$ cat src/rtl/telem_update_arbiter.sv
// Round-robin write-side arbiter for the 16-target telemetry register file.
// Each granted update is checked against its target's stored time before it is written.
module telem_update_arbiter #(
    parameter int NUM_REQ = 4,
    parameter int COORD_W = 8,
    parameter int TGT_W   = 4
) (
    input  logic                       clk,
    input  logic                       rst,
    input  logic [NUM_REQ-1:0]         req_valid,
    output logic [NUM_REQ-1:0]         req_ready,
    input  logic [NUM_REQ*TGT_W-1:0]   req_target,
    input  logic [NUM_REQ*COORD_W-1:0] req_x,
    input  logic [NUM_REQ*COORD_W-1:0] req_y,
    input  logic [NUM_REQ*COORD_W-1:0] req_z,
    input  logic [NUM_REQ*COORD_W-1:0] req_t,
    output logic                       wr_en,
    output logic [TGT_W-1:0]           wr_target,
    output logic [COORD_W-1:0]         wr_x,
    output logic [COORD_W-1:0]         wr_y,
    output logic [COORD_W-1:0]         wr_z,
    output logic [COORD_W-1:0]         wr_t,
    output logic                       drop_pulse,
    output logic [7:0]                 drop_count,
    output logic [15:0]                target_live
);

    localparam int PTR_W   = (NUM_REQ > 1) ? $clog2(NUM_REQ) : 1;
    localparam int NUM_TGT = 16;

    typedef enum logic [1:0] {IDLE, CHECK, WRITE} state_t;

    state_t             state;
    state_t             state_next;
    logic [PTR_W-1:0]   rr_ptr;
    logic [PTR_W-1:0]   rr_next;
    logic [PTR_W-1:0]   winner;
    logic [PTR_W-1:0]   cand;
    logic               grant_found;
    logic               accept;
    logic [COORD_W-1:0] delta;

    logic [TGT_W-1:0]   hold_target;
    logic [COORD_W-1:0] hold_x;
    logic [COORD_W-1:0] hold_y;
    logic [COORD_W-1:0] hold_z;
    logic [COORD_W-1:0] hold_t;
    logic [COORD_W-1:0] last_t [NUM_TGT];

    // First valid channel at or above rr_ptr, wrapping around.
    always_comb begin
        grant_found = 1'b0;
        winner      = '0;
        cand        = '0;
        for (int k = 0; k < NUM_REQ; k++) begin
            cand = PTR_W'((int'(rr_ptr) + k) % NUM_REQ);
            if (!grant_found && req_valid[cand]) begin
                grant_found = 1'b1;
                winner      = cand;
            end
        end
        rr_next = (int'(winner) == NUM_REQ - 1) ? '0 : winner + 1'b1;
    end

    // Wrap-aware freshness: a live target only takes strictly newer times within half the range.
    always_comb begin
        delta  = hold_t - last_t[hold_target];
        accept = !target_live[hold_target] || ((delta != '0) && !delta[COORD_W-1]);
    end

    always_comb begin
        state_next = state;
        req_ready  = '0;
        wr_en      = 1'b0;
        wr_target  = '0;
        wr_x       = '0;
        wr_y       = '0;
        wr_z       = '0;
        wr_t       = '0;
        drop_pulse = 1'b0;
        case (state)
            IDLE: begin
                if (grant_found) begin
                    req_ready[winner] = !rst;
                    state_next        = CHECK;
                end
            end
            CHECK: begin
                state_next = accept ? WRITE : IDLE;
                drop_pulse = !accept && !rst;
            end
            WRITE: begin
                state_next = IDLE;
                if (!rst) begin
                    wr_en     = 1'b1;
                    wr_target = hold_target;
                    wr_x      = hold_x;
                    wr_y      = hold_y;
                    wr_z      = hold_z;
                    wr_t      = hold_t;
                end
            end
            default: state_next = IDLE;
        endcase
    end

    always_ff @(posedge clk) begin
        if (rst) begin
            state       <= IDLE;
            rr_ptr      <= '0;
            target_live <= '0;
            drop_count  <= '0;
            hold_target <= '0;
            hold_x      <= '0;
            hold_y      <= '0;
            hold_z      <= '0;
            hold_t      <= '0;
            for (int i = 0; i < NUM_TGT; i++) begin
                last_t[i] <= '0;
            end
        end else begin
            state <= state_next;
            if (state == IDLE && grant_found) begin
                hold_target <= req_target[int'(winner)*TGT_W +: TGT_W];
                hold_x      <= req_x[int'(winner)*COORD_W +: COORD_W];
                hold_y      <= req_y[int'(winner)*COORD_W +: COORD_W];
                hold_z      <= req_z[int'(winner)*COORD_W +: COORD_W];
                hold_t      <= req_t[int'(winner)*COORD_W +: COORD_W];
                rr_ptr      <= rr_next;
            end
            if (state == CHECK && !accept && drop_count != 8'hFF) begin
                drop_count <= drop_count + 8'd1;
            end
            if (state == WRITE) begin
                last_t[hold_target]      <= hold_t;
                target_live[hold_target] <= 1'b1;
            end
        end
    end

endmodule

$ cat config.mk
export PLATFORM = sky130hd
export DESIGN_NAME = telem_update_arbiter
export DESIGN_NICKNAME = d
export VERILOG_FILES = /design/src/rtl/telem_update_arbiter.sv
export SDC_FILE = /design/constraint.sdc
export NUM_CORES = 1
export LEC_CHECK = 0
export BUFFER_PORTS_ARGS = -buffer_cell sky130_fd_sc_hd__buf_4
export CAP_MARGIN = 20
export CORE_ASPECT_RATIO = 0.7
export CORE_MARGIN = 2
export CORE_UTILIZATION = 25
export CTS_BUF_LIST = sky130_fd_sc_hd__clkbuf_16
export DETAILED_ROUTE_END_ITERATION = 10
export PLACE_DENSITY = 0.44
export SLEW_MARGIN = 20
export SYNTH_ARGS = -nofsm -noshare
export SYNTH_HDL_FRONTEND = slang
export SYNTH_SLANG_ARGS = --single-unit
export TNS_END_PERCENT = 30
$ cat constraint.sdc
create_clock -name clk -period 5.3 [get_ports clk]
set_input_delay 1.06 -clock clk [delete_from_list [all_inputs] [get_ports clk]]
set_output_delay 1.06 -clock clk [all_outputs]
set_load 0.01 [all_outputs]
==> flow_summary.toml <==
[outcome]
status = "finished clean"

[worst_setup_path]
cp-start-kind = "register"
slowest_stage = "mux4_2"
max_stage_delay_ns = 0.56
worst-r2r-setup-slack_ns = 1.15
worstPathCellList = "buf_12, mux4_2, mux4_2, ha_1, fa_1, nor2b_1, o31a_1, o21ai_0, nor3b_1, o2111ai_2, nand2_1, and3_1, buf_4"
end_kind = "output pin"
crit_top_cell = "mux4_2"
path_max_fanout = 16
endpoint = "drop_pulse"
rr_worst_depth = 13
r2r_end = "drop_count[3]"
path_delay_family = "multiplexers"
critical_path_buf_inv_count = 2
crit_arrival_ns = 4.03
critical_path_class = "reg -> out"
critPathRequiredTime_ns = 4.24
cp.depth = 13

[job]
drv_cap = 0

[sta]
max_freq_mhz = 196
hold_viol = 0
fin_setup_tns_ns = 0
skew_ns = 0.0128
relSlewSlack = 0.323
maxSlewViolCount = 0
worst-slew-pin-transition_ns = 1.01
rsz0062_at_grt = "no"
min_period_ns = 5.09
setup_viol = 0
setup_ws_ns = 0.211
fin_crit_sh = 0.960

[global_routing]
grt_max_degree = 73
grt_antenna_before_repair = 2
grt_usage = 0.168
first_global_vias = 7958
grt_pass1_wl_um = 52900
grt-ovfl-total = 0

[layout]
utilization = 0.327
final_cell_mix = "buf_4 (255), nand2_1 (228), and2_1 (133), edfxtp_1 (128), dfxtp_1 (67)"
diodes = 0
stdcell_area_sq_mm = 0.0131
fillers = 4096
finalNetCount = 1359
mostFrequentLayoutCell = "buf_4"
syn2layout_area_growth_pct = 28.5
final_layout_size_suffix_gt1_frac = 0.290

[pwr]
power_density_mw_per_mm2 = 337
p_leak_nw = 5.43
ir_drop_mv = 0.261
power.total_mw = 4.41

[yosys]
synthArstFlopShare = 0
syn_area_per_cell_sq_um = 10.2
syn_nets = 1160
syn_area_sq_mm = 0.0102
synth-edff-count = 128
yosysSeqAreaShare = 0.512
synthFlopType = "edfxtp_1"
netlist_instances = 997
post-synth-top-area-cell = "edfxtp_1"
ys_ff_latch = 196
synth_top_cell_area_share = 0.378
synth_top_cells_by_area = "edfxtp_1 (38%), dfxtp_1 (13%), mux4_2 (9.1%)"
yosys_warnings = 0
synth_cell_types = 46

[floorplan]
core_sq_mm = 0.0399
rows = 61
dieArea_sq_mm = 0.0423
initial_utilization = 0.255
design.portCount = 216
die_w_um = 245
die_h_um = 173

[drt]
vias = 8220
drc = 0
drt_iter0_drc = 712
antenna_left = 0
dr.pass1.iters = 5
wl_um = 35200
viasPerCell = 4.71
wl_per_cell_um = 20.2

[cts]
cts_tree = "done"
holdBufCountCts = 0
clk_latency_ns = 0.45
ctsRootBufferMaster = "clkbuf_16"
cts.sinks = 196
cts_buffer_depth = 2
cts-htree-levels = 4
tritoncts.num_buffers = 17
clk_pin_slew_ns = 0.07

[placed_design]
dp_slack_ns = 0.589
numPortBuffers = 215
gp_congestion = 0.865
hpwl_um = 25700
postPlaceCellArea_sq_mm = 0.0125

[worst_hold_path]
holdPathStages = 2
hold_path.class = "reg -> reg"
## cell families (layout without fill, tap and decap cells)
kind of cell | Yosys count | count (layout) | share of synthesized area
AO/OA/AOI/OAI | 138 | 138 | 0.0873
adder cells (fa/ha/maj) | 13 | 13 | 0.0167
buffers and inverters | 92 | 304 | 0.0357
flip-flops | 196 | 196 | 0.512
AND/OR/NAND/NOR | 501 | 501 | 0.238
multiplexers | 52 | 52 | 0.106
XOR/XNOR | 5 | 5 | 0.00505
## worst register-to-register path, stage by stage (launching register included)
cell       delay, ns
dfxtp_2         0.42
buf_12          0.22
mux4_2          0.58
mux4_2          0.47
ha_1            0.23
fa_1            0.42
nor2b_1         0.17
o31a_1          0.16
o21ai_0         0.10
a21boi_1        0.21
o2111ai_2       0.19
buf_4           0.21
a211oi_1        0.30
mux2_2          0.37
## state kept, by name, summed over array words and instances, names as in the netlist, named ones only
signal,flops
hold_x,8
hold_z,8
state,2
drop_count,8
last_t,128
target_live,16
rr_ptr,2
hold_y,8
hold_t,8
hold_target,4
## Yosys cell counts (3+ instances only)
library cell and instances:
a211oi_1 4, ha_1 12, nor2_1 26, a21o_1 20
nand2b_1 9, nand2_1 228, dfxtp_1 68, mux2_2 8
nor2b_1 10, and3_1 8, o22ai_1 3, o21ai_0 17
edfxtp_1 128, a21oi_1 46, nor3_1 29, nor4_1 9
or2_2 4, inv_1 11, o211ai_1 36, nand3_1 40
mux4_2 41, buf_1 4, clkbuf_1 70, and2_1 133
## report_power, final
group | total, mW | switching, mW | internal, mW | leakage [nW]
registers | 1.81 | 0.0804 | 1.73 | 1.88
logic | 1.37 | 0.804 | 0.571 | 3.27
clock network | 1.23 | 0.601 | 0.624 | 0.281
total | 4.41 | 1.49 | 2.92 | 5.43
## through the flow
step	std cells	hold WS, ns
2_1_floorplan	997	0.432
3_3_place_gp	1706	0.440
3_5_place_dp	1706	0.442
4_1_cts	1738	0.452
5_1_grt	1744	0.473
6_report	1744	0.449
## worst min path at each step
| stage | startpoint | to | slack (ns) |
|---|---|---|---|
| after global routing | hold_y[2] | hold_y[2] | 0.47 |
| after detailed placement | hold_y[3] | hold_y[3] | 0.44 |
| final | hold_y[1] | hold_y[1] | 0.45 |
| after CTS | hold_y[3] | hold_y[3] | 0.45 |
| after floorplan | hold_x[0] | hold_x[0] | 0.43 |
| after global placement | hold_y[1] | hold_y[1] | 0.44 |
## final cells by class
cell class              count  area, sq um  area share
multi-input cells         709         4620       0.353
repair buffers            258         1990       0.152
clock buffers              18          450      0.0345
clock inverters            14         83.8     0.00641
inverters                  14         52.6     0.00402
flip-flops and latches    196         5210       0.398
well taps                 535          669      0.0512
## per-layer routing
layer | routed length (um) | up-vias | GRT usage
met2 | 14900 | 182 | 0.236
met1 | 17800 | 4097 | 0.258
met5 | 49 | - | 0
met4 | 527 | 2 | 0.0414
li1 | - | 3913 | -
met3 | 1900 | 26 | 0.0362
## timing repair
item | CTS | global route
hold endpoints to repair | 0 | 0
endpoints found under the setup margin | 0 | 1
gates resized for setup | 0 | 1
buffers inserted | 0 | 4
No activity file was read; power rests on OpenSTA's default activity.
